<file path="src/rtl/des_cbc_if.sv">
`timescale 1ns/1ps
// Host stream and DES-core signals of the CBC controller.
// The controller uses the master modport, and the host/core environment uses the slave modport.
interface des_cbc_if;
  logic [63:0] in_data;
  logic        in_valid;
  logic        in_ready;
  logic [63:0] out_data;
  logic        out_valid;
  logic        out_ready;
  logic [63:0] core_data;
  logic        core_data_en;
  logic [63:0] core_key;
  logic        core_mode;
  logic        core_key_en;
  logic [63:0] core_result;
  logic        core_busy;
  logic        core_wr;

  // valid/ready: a transfer completes on a clk_en cycle where valid and ready are both 1;
  // while valid=1 and ready=0 the sender holds its data stable.
  modport master (
    input  in_data, in_valid, out_ready, core_result, core_busy, core_wr,
    output in_ready, out_data, out_valid, core_data, core_data_en,
           core_key, core_mode, core_key_en
  );
  modport slave (
    output in_data, in_valid, out_ready, core_result, core_busy, core_wr,
    input  in_ready, out_data, out_valid, core_data, core_data_en,
           core_key, core_mode, core_key_en
  );
endinterface

</file>
<file path="src/rtl/des_cbc_ctrl.sv">
`timescale 1ns/1ps
// CBC controller for a single-round-per-cycle DES core. WAIT_LIMIT must be at least 18.
// Defining DES_CBC_ECB_EN adds the cfg_ecb input, which bypasses the chaining.
module des_cbc_ctrl #(
  parameter logic [63:0] IV_RESET   = 64'h0,
  parameter int          WAIT_LIMIT = 24
) (
  input  logic        clk,
  input  logic        rst,
  input  logic        clk_en,
  input  logic [63:0] cfg_key,
  input  logic [63:0] cfg_iv,
  input  logic        cfg_dec,
  input  logic        cfg_en,
`ifdef DES_CBC_ECB_EN
  input  logic        cfg_ecb,
`endif
  output logic        cfg_busy,
  des_cbc_if.master   bus,
  output logic        core_err,
  output logic [2:0]  dbg_state
);
  typedef enum logic [2:0] {
    UNCFG = 3'd0, KEY = 3'd1, READY = 3'd2, ISSUE = 3'd3, WAIT = 3'd4, HOLD = 3'd5
  } state_t;

  localparam int WD_W = $clog2(WAIT_LIMIT);

  state_t      state;
  logic        key_cnt;
  logic [WD_W-1:0] wd_cnt;
  logic [63:0] key_r, chain, cur, core_data_r, out_data_r;
  logic        dec_r, ecb_r;
  logic        in_ready_r, out_valid_r, core_data_en_r, core_key_en_r, cfg_busy_r, core_err_r;
  logic        cfg_acc, in_acc;

  // An input handshake in READY takes precedence over a simultaneous cfg_en,
  // because the host already sees that transfer as complete.
  assign in_acc  = (state == READY) && bus.in_valid;
  assign cfg_acc = cfg_en && ((state == UNCFG) || ((state == READY) && !bus.in_valid));

`ifdef DES_CBC_ECB_EN
  always_ff @(posedge clk) begin
    if (!rst)                    ecb_r <= 1'b0;
    else if (clk_en && cfg_acc)  ecb_r <= cfg_ecb;
  end
`else
  assign ecb_r = 1'b0;
`endif

  always_ff @(posedge clk) begin
    if (!rst) begin
      state          <= UNCFG;
      key_cnt        <= 1'b0;
      wd_cnt         <= '0;
      key_r          <= '0;
      dec_r          <= 1'b0;
      chain          <= IV_RESET;
      cur            <= '0;
      core_data_r    <= '0;
      out_data_r     <= '0;
      in_ready_r     <= 1'b0;
      out_valid_r    <= 1'b0;
      core_data_en_r <= 1'b0;
      core_key_en_r  <= 1'b0;
      cfg_busy_r     <= 1'b0;
      core_err_r     <= 1'b0;
    end else if (clk_en) begin
      core_key_en_r <= 1'b0;
      if (cfg_acc) begin
        key_r         <= cfg_key;
        dec_r         <= cfg_dec;
        chain         <= cfg_iv;
        core_key_en_r <= 1'b1;
        cfg_busy_r    <= 1'b1;
        in_ready_r    <= 1'b0;
        key_cnt       <= 1'b0;
        state         <= KEY;
      end else begin
        case (state)
          UNCFG: ;
          KEY: begin
            if (key_cnt) begin
              in_ready_r <= 1'b1;
              cfg_busy_r <= 1'b0;
              state      <= READY;
            end else begin
              key_cnt <= 1'b1;
            end
          end
          READY: begin
            if (in_acc) begin
              cur            <= bus.in_data;
              core_data_r    <= (dec_r || ecb_r) ? bus.in_data : (bus.in_data ^ chain);
              core_data_en_r <= !bus.core_busy;
              in_ready_r     <= 1'b0;
              cfg_busy_r     <= 1'b1;
              state          <= ISSUE;
            end
          end
          // core_data_en is decided one cycle ahead so that it stays a registered output
          ISSUE: begin
            if (core_data_en_r) begin
              core_data_en_r <= 1'b0;
              wd_cnt         <= '0;
              state          <= WAIT;
            end else if (!bus.core_busy) begin
              core_data_en_r <= 1'b1;
            end
          end
          WAIT: begin
            if (bus.core_wr) begin
              out_valid_r <= 1'b1;
              state       <= HOLD;
              if (ecb_r) begin
                out_data_r <= bus.core_result;
              end else if (dec_r) begin
                out_data_r <= bus.core_result ^ chain;
                chain      <= cur;
              end else begin
                out_data_r <= bus.core_result;
                chain      <= bus.core_result;
              end
            end else if (wd_cnt == WD_W'(WAIT_LIMIT - 1)) begin
              core_err_r <= 1'b1;
              cfg_busy_r <= 1'b0;
              state      <= UNCFG;
            end else begin
              wd_cnt <= wd_cnt + 1'b1;
            end
          end
          HOLD: begin
            if (bus.out_ready) begin
              out_valid_r <= 1'b0;
              in_ready_r  <= 1'b1;
              cfg_busy_r  <= 1'b0;
              state       <= READY;
            end
          end
          default: state <= UNCFG;
        endcase
      end
    end
  end

  assign bus.in_ready     = in_ready_r;
  assign bus.out_data     = out_data_r;
  assign bus.out_valid    = out_valid_r;
  assign bus.core_data    = core_data_r;
  assign bus.core_data_en = core_data_en_r;
  assign bus.core_key     = key_r;
  assign bus.core_mode    = dec_r;
  assign bus.core_key_en  = core_key_en_r;
  assign cfg_busy         = cfg_busy_r;
  assign core_err         = core_err_r;
  assign dbg_state        = state;
endmodule

</file>
<file path="src/flat_wrapper.sv">
// flat-port wrapper written by rule: the top's interface ports become plain ports
module des_cbc_ctrl_flat 
#(
  parameter logic [63:0] IV_RESET   = 64'h0,
  parameter int          WAIT_LIMIT = 24
)
  (clk, rst, clk_en, cfg_key, cfg_iv, cfg_dec, cfg_en, cfg_busy, core_err, dbg_state, bus_in_data, bus_in_valid, bus_out_ready, bus_core_result, bus_core_busy, bus_core_wr, bus_in_ready, bus_out_data, bus_out_valid, bus_core_data, bus_core_data_en, bus_core_key, bus_core_mode, bus_core_key_en);
  des_cbc_if bus_i ();
  input  logic clk;
  input  logic rst;
  input  logic clk_en;
  input  logic [63:0] cfg_key;
  input  logic [63:0] cfg_iv;
  input  logic cfg_dec;
  input  logic cfg_en;
  output logic cfg_busy;
  output logic core_err;
  output logic [2:0] dbg_state;
  input wire logic [$bits(bus_i.in_data)-1:0] bus_in_data;
  input wire logic [$bits(bus_i.in_valid)-1:0] bus_in_valid;
  input wire logic [$bits(bus_i.out_ready)-1:0] bus_out_ready;
  input wire logic [$bits(bus_i.core_result)-1:0] bus_core_result;
  input wire logic [$bits(bus_i.core_busy)-1:0] bus_core_busy;
  input wire logic [$bits(bus_i.core_wr)-1:0] bus_core_wr;
  output wire logic [$bits(bus_i.in_ready)-1:0] bus_in_ready;
  output wire logic [$bits(bus_i.out_data)-1:0] bus_out_data;
  output wire logic [$bits(bus_i.out_valid)-1:0] bus_out_valid;
  output wire logic [$bits(bus_i.core_data)-1:0] bus_core_data;
  output wire logic [$bits(bus_i.core_data_en)-1:0] bus_core_data_en;
  output wire logic [$bits(bus_i.core_key)-1:0] bus_core_key;
  output wire logic [$bits(bus_i.core_mode)-1:0] bus_core_mode;
  output wire logic [$bits(bus_i.core_key_en)-1:0] bus_core_key_en;
  assign bus_i.in_data = bus_in_data;
  assign bus_i.in_valid = bus_in_valid;
  assign bus_i.out_ready = bus_out_ready;
  assign bus_i.core_result = bus_core_result;
  assign bus_i.core_busy = bus_core_busy;
  assign bus_i.core_wr = bus_core_wr;
  assign bus_in_ready = bus_i.in_ready;
  assign bus_out_data = bus_i.out_data;
  assign bus_out_valid = bus_i.out_valid;
  assign bus_core_data = bus_i.core_data;
  assign bus_core_data_en = bus_i.core_data_en;
  assign bus_core_key = bus_i.core_key;
  assign bus_core_mode = bus_i.core_mode;
  assign bus_core_key_en = bus_i.core_key_en;
  des_cbc_ctrl #(.IV_RESET(IV_RESET), .WAIT_LIMIT(WAIT_LIMIT)) u_core (.clk(clk), .rst(rst), .clk_en(clk_en), .cfg_key(cfg_key), .cfg_iv(cfg_iv), .cfg_dec(cfg_dec), .cfg_en(cfg_en), .cfg_busy(cfg_busy), .bus(bus_i), .core_err(core_err), .dbg_state(dbg_state));
endmodule
</file>
<file path="config.mk">
export PLATFORM = sky130hd
export DESIGN_NAME = des_cbc_ctrl_flat
export DESIGN_NICKNAME = d
export VERILOG_FILES = /design/src/rtl/des_cbc_if.sv /design/src/rtl/des_cbc_ctrl.sv /design/src/flat_wrapper.sv
export SDC_FILE = /design/constraint.sdc
export NUM_CORES = 1
export LEC_CHECK = 0
export BUFFER_PORTS_ARGS = -buffer_cell sky130_fd_sc_hd__buf_2
export CAP_MARGIN = 30
export CORE_MARGIN = 4
export CORE_UTILIZATION = 35
export DETAILED_ROUTE_END_ITERATION = 8
export GPL_TIMING_DRIVEN = 1
export MAX_ROUTING_LAYER = met4
export PLACE_DENSITY = 0.67
export SETUP_SLACK_MARGIN = 0.5
export SYNTH_ARGS = -nofsm -noshare
export SYNTH_HDL_FRONTEND = slang
export SYNTH_SLANG_ARGS = --single-unit
export TNS_END_PERCENT = 10
</file>
<file path="constraint.sdc">
create_clock -name clk -period 2.6 [get_ports clk]
set_clock_uncertainty 0.05 [all_clocks]
set_input_delay 0.26 -clock clk [delete_from_list [all_inputs] [get_ports clk]]
set_output_delay 0.26 -clock clk [all_outputs]
set_load 0.01 [all_outputs]
</file>
==> flow_summary_export.csv, run 1 <==
group,metric,value,unit
global_routing,grt_start_max_net_pins,124,
routing,drt-wirelength-per-cell,17.4,um
sta,period_minus_slack,2.07,ns
critical_path,regToRegEndpoint,"u_core.bus.core_data[17]",
yosys,avgSynthCellArea,8.73,um2
yosys,ys_seq_area_share,42.9,%
critical_path,path_max_fanout,62,
placement,post-place-ws,0.358,ns
die,ioPinCount,467,
yosys,synth_xor_area_share,7.15,%
die,core_area,44200,um2
global_routing,grt_overflow,0,
yosys,synth_seq_cells,336,
routing,vias,15006,
die,start_util,35.5,%
placement,dp.cells,2742,
yosys,synthSimpleGateAreaFrac,18.6,%
routing,drc,0,
sta,fin_ws,0.526,ns
critical_path,critPathKind,"reg -> reg",
routing,first_iter_violations,900,
clock_tree,insertion_delay,0.55,ns
sta,tns,0,ns
sta,drv_slew,0,
sta,fmax,482,MHz
power_and_ir_drop,p_per_area,582,nW/um2
die,die_h,220,um
power_and_ir_drop,leakage,10.5,nW
die,die_area,48300,um2
power_and_ir_drop,vdd_drop_max,0.503,mV
clock_tree,cts_buffers,40,
global_routing,grt_util_all_layers,21.2,%
layout,fin_cells,3023,
yosys,synthesis.area,15700,um2
global_routing,antenna_found_initial,5,
critical_path,arrival,2.45,ns
clock_tree,cts.clk_slew.worst_paths,0.06,ns
critical_path,r2r-start,"u_core.dbg_state[1]",
worst_hold_path,hold_path_depth,4,
clock_tree,cts_max_level,2,
clock_tree,cts_tree,"yes",
clock_tree,cts.sinks,336,
sta,final-hold-violation-count,0,
layout,area.growth.synth_to_final,39.7,%
yosys,syn_inst,1797,
critical_path,start_kind,"register",
die,row_count,77,
placement,place.gp.congestion,0.844,
layout,layout_common_cells,"588 x nand2_1, 465 x buf_2, 334 x dfxtp_1",
critical_path,cp-end-kind,"register",
yosys,yosysUniqueCellTypes,52,
routing,wl,52700,um
sta,rsz0062_at_grt,"yes",
worst_hold_path,min-delay-start,"bus_core_result[2]",
yosys,yosysWarnings,0,
sta,fin_crit_sh,79.8,%
layout,design_area,21900,um2
yosys,synth_edf_count,0,
die,die_w,220,um
yosys,ys.flop_type,"dfxtp_1",
critical_path,reg2regPathDepth,6,
worst_hold_path,min_to,"u_core.bus.out_data[2]",
routing,antenna_left,0,
critical_path,required,2.98,ns
clock_tree,clockRootBuffer,"clkbuf_16",
sta,worst_slew_pin_slew,0.681,ns
yosys,synthAdderAreaFrac,0.0798,%
layout,drive_gt1_share,24.4,%
critical_path,reg2reg_setup_slack,0.53,ns
yosys,ys_async_sr_fraction,0,%
layout,final_common_cell,"nand2_1",
yosys,synth-compound-area-share,22.2,%
job,max_cap_violations,0,
global_routing,grt_pass1_wl,80300,um
routing,viasPerCell,4.96,
global_routing,grt_pass1_vias,14911,
placement,dpl_cell_area,18500,um2
yosys,synthMuxAreaShare,4.21,%
sta,setup_viol,0,
sta,max-slew-margin-rel,54.6,%
layout,nets,2661,
placement,port_buffers,466,
clock_tree,clockBufferDepth,3,
yosys,synthesis.nets,2063,
placement,hpwl,34200,um
routing,first_pass_iters,5,
yosys,synth_top_family_by_area,"compound AO/OA/AOI/OAI gates",
worst_hold_path,hold_class,"in -> reg",
run_status,status,"finished clean",
layout,fillCellCount,4015,
final cells by class:
type	count	area, um2	area share [%]
Multi-Input combinational cell	1311	8220	37.5
Sequential cell	336	6730	30.7
Timing Repair Buffer	703	4850	22.1
Clock buffer	61	1210	5.53
Tap cell	592	741	3.38
Clock inverter	12	136	0.622
Antenna cell	5	12.5	0.0571
Inverter	3	11.3	0.0514
worst max-delay path by stage:
stage / from / end / cells past startpoint
global route: u_core.dbg_state[1] / u_core.cur[46] / 6
global placement: u_core.dbg_state[0] / u_core.chain[41] / 7
detailed placement: u_core.dbg_state[0] / u_core.chain[40] / 7
finish: u_core.dbg_state[1] / u_core.bus.core_data[17] / 6
floorplan: u_core.wd_cnt[0] / u_core.dbg_state[2] / 6
CTS: u_core.dbg_state[2] / u_core.bus.core_key[11] / 6
cells in the mapped netlist (2+ instances only):
cell	n	share of area (%)
dfxtp_1	336	43
nor3_1	4	0.13
nand2b_1	2	0.080
a31oi_1	2	0.080
buf_1	3	0.072
nor3b_1	4	0.19
nand2_1	589	14
o211a_1	128	8.2
a32o_1	4	0.26
nand3_1	4	0.13
o21ai_0	7	0.22
o22ai_1	2	0.080
buf_6	13	0.93
xnor2_1	64	3.6
a21boi_0	73	3.5
o221a_2	3	0.22
a21oi_1	3	0.096
nand4_1	2	0.080
buf_2	53	1.7
nor2_1	8	0.19
mux2i_1	66	4.2
and3_1	2	0.080
buf_4	8	0.38
clkbuf_1	68	1.6
nor2b_1	70	2.8
inv_1	3	0.072
o21a_1	2	0.096
a21boi_1	122	5.8
xor2_1	64	3.6
o211ai_1	64	3.1
and2_1	3	0.12
metal layers:
layer / part of all wire, % / vias to the layer above / GRT usage, % / routed length (um)
li1: - / 7257 / - / -
met5: 0 / - / - / 0
met4: 2.8 / 0 / 6.76 / 1460
met3: 6.1 / 108 / 4.59 / 3230
met1: 43 / 7170 / 26.1 / 22600
met2: 48 / 471 / 35.0 / 25400
through the flow:
| stage | utilization, % | total power [W] | hold WS, ns |
|---|---|---|---|
| final | 49.6 | 0.0128 | 0.0392 |
| after global routing | 49.6 | 0.0133 | 0.0308 |
| after CTS | 49.4 | 0.0129 | 0.000166 |
| after detailed placement | 41.8 | 0.00687 | 0.392 |
| after global placement | 41.8 | 0.00684 | 0.388 |
| after floorplan | - | 0.00632 | 0.345 |
what timing repair did:
action,in CTS,in global routing
pin swaps,0,2
hold endpoints to repair,193,1
gates resized for setup,1,5
hold buffers,192,1
buffers inserted,2,6
endpoints found under the setup margin,98,231
cloned,1,1
kinds of logic (layout without fill, tap and decap cells):
| logic type | Yosys count | in the layout |
|---|---|---|
| fa+ha+maj | 1 | 1 |
| simple gates | 697 | 697 |
| flops | 336 | 336 |
| mux | 66 | 66 |
| xor+xnor | 128 | 128 |
| other cells | 0 | 5 |
| buf+inv | 150 | 779 |
| compound gates | 419 | 419 |
state kept, by name, indices dropped and copies added, names as in the netlist:
register,cells
u_core.chain,64
u_core.bus.core_key_en,1
u_core.bus.out_valid,1
u_core.wd_cnt,5
u_core.bus.out_data,64
u_core.cur,64
u_core.key_cnt,1
u_core.cfg_busy,1
u_core.dbg_state,3
u_core.bus.core_mode,1
u_core.core_err,1
u_core.bus.in_ready,1
u_core.bus.core_data,64
u_core.bus.core_key,64
u_core.bus.core_data_en,1
worst max-delay path, cell delays in order (launching register included):
cell and delay, ns:
dfxtp_1 0.36, buf_4 0.19, nand2_1 0.12, nor4b_4 0.49
clkbuf_16 0.39, nand2_1 0.12, o211a_1 0.15
power by group:
group,switching (W),internal [W]
Combinational,0.000845,0.000821
Sequential,0.0000953,0.00529
Clock,0.00228,0.00343
Total,0.00322,0.00954
No activity file was read; power rests on OpenSTA's default activity.
==> inputs of run 2 (changes only) <==
--- a/config.mk
+++ b/config.mk
@@ -12,7 +12,7 @@
 export DETAILED_ROUTE_END_ITERATION = 8
 export GPL_TIMING_DRIVEN = 1
 export MAX_ROUTING_LAYER = met4
-export PLACE_DENSITY = 0.67
+export PLACE_DENSITY = 0.69
 export SETUP_SLACK_MARGIN = 0.5
 export SYNTH_ARGS = -nofsm -noshare
 export SYNTH_HDL_FRONTEND = slang
==> constraint.sdc (replaced) <==
create_clock -name clk -period 1.7 [get_ports clk]
set_clock_uncertainty 0.05 [all_clocks]
set_input_delay 0.17 -clock clk [delete_from_list [all_inputs] [get_ports clk]]
set_output_delay 0.17 -clock clk [all_outputs]
set_load 0.01 [all_outputs]
==> flow_summary_export.csv, run 2 (synthesis results as in run 1) <==
group,metric,value,unit
critical_path,cp-end-kind,"register",
clock_tree,clockRootBuffer,"clkbuf_16",
job,max_cap_violations,0,
routing,antenna_left,0,
routing,drc,0,
die,core_area,44200,um2
sta,setup_viol,130,
placement,dpl_cell_area,19100,um2
layout,fillCellCount,3412,
sta,whs,-0.00909,ns
sta,worst_slew_pin_slew,0.480,ns
clock_tree,cts_max_level,2,
die,die_h,220,um
layout,design_area,26100,um2
routing,first_pass_iters,7,
clock_tree,clockBufferDepth,3,
layout,regArea,6830,um2
power_and_ir_drop,vdd_drop_max,0.697,mV
routing,first_iter_violations,1345,
sta,rsz0062_at_grt,"yes",
sta,period_minus_slack,1.80,ns
run_status,violations,"negative hold slack, negative setup slack",
sta,fmax,555,MHz
global_routing,grt_util_all_layers,24.5,%
clock_tree,cts_buffers,38,
power_and_ir_drop,finalPower,0.0201,W
clock_tree,cts.clk_slew.worst_paths,0.06,ns
layout,nets,2841,
critical_path,critPathKind,"reg -> reg",
clock_tree,cts_tree,"yes",
placement,port_buffers,466,
layout,fin_util,59.0,%
die,die_area,48300,um2
layout,drive_gt1_share,38.4,%
worst_hold_path,hold_class,"in -> reg",
layout,multi_input_area,9170,um2
critical_path,required,2.08,ns
die,row_count,77,
die,ioPinCount,467,
clock_tree,insertion_delay,0.54,ns
sta,max-slew-margin-rel,68.0,%
sta,final-hold-violation-count,1,
clock_tree,holdBufCountCts,260,
global_routing,grt_pass1_wl,91600,um
critical_path,arrival,2.18,ns
power_and_ir_drop,leakage,12.3,nW
layout,layout_common_cells,"414 x nand2_1, 365 x buf_2, 261 x dfxtp_1",
global_routing,grt_pass1_vias,16940,
global_routing,antenna_found_initial,3,
die,start_util,35.5,%
global_routing,grt_start_max_net_pins,68,
power_and_ir_drop,p_per_area,768,nW/um2
critical_path,start_kind,"register",
placement,place.gp.congestion,0.866,
routing,viasPerCell,5.24,
layout,final_common_cell,"nand2_1",
die,die_w,220,um
critical_path,path_max_fanout,5,
sta,fin_ws,-0.100,ns
placement,hpwl,36000,um
run_status,status,"finished with violations",
sta,fin_crit_sh,106,%
sta,drv_slew,0,
routing,drt-wirelength-per-cell,20.6,um
clock_tree,cts.sinks,336,
routing,vias,16756,
global_routing,grt_overflow,0,
layout,area.growth.synth_to_final,66.5,%
routing,wl,65700,um
placement,post-place-ws,-0.103,ns
run 2: power by group:
group	internal [W]	switching (W)	total (W)	leakage [nW]
combinational	0.00185	0.00171	0.00357	8.90
sequential	0.00809	0.000166	0.00826	2.76
clock	0.00488	0.00334	0.00822	0.596
run 2: final timing paths:
path	start	end	slack, ns	depth (start not counted)
min	bus_out_ready	u_core.bus.out_valid	-0.009	3
min reg2reg	u_core.cur[12]	u_core.cur[12]	0.40	2
max	u_core.dbg_state[2]	u_core.dbg_state[0]	-0.10	7
max reg2reg	u_core.dbg_state[2]	u_core.dbg_state[0]	-0.10	7
run 2: per-stage QoR:
stage	hold WS, ns	setup TNS [ns]	instances
after floorplan	0.255	-0.215	1797
final	-0.00909	-3.46	3198
after global routing	-0.00651	-16.58	3196
after CTS	-0.0484	-0.501	3169
after global placement	0.360	-0.109	2792
after detailed placement	0.366	-0.512	2792
run 2: repair_timing:
| item | in CTS | in global routing |
|---|---|---|
| resized for setup | 359 | 259 |
| hold endpoints to repair | 321 | 1 |
| endpoints found under the setup margin | 538 | 538 |
| buffers inserted | 33 | 14 |
| pin swaps | 248 | 123 |
| cloned | 18 | 10 |
run 2: worst max-delay path, cell delays in order, from the launching register on:
cell,delay [ns]
dfxtp_4,0.38
or3b_4,0.40
nor3_4,0.16
a211o_1,0.16
buf_4,0.11
buf_6,0.09
a21oi_4,0.05
o221a_2,0.29
run 2: metal layers:
metal	vias up	GRT usage (%)	routed length, um
met5	-	-	0
met4	0	12.5	3840
met3	253	4.27	4550
met2	868	41.2	31900
met1	8003	28.1	25500
li1	7632	-	-
run 2: layout make-up:
class	count	area share [%]
Sequential cell	336	26.2
Timing Repair Buffer	885	31.1
Clock inverter	6	0.307
Tap cell	592	2.84
Inverter	3	0.0431
Antenna cell	5	0.0479
Multi-Input combinational cell	1311	35.1
Clock buffer	60	4.36
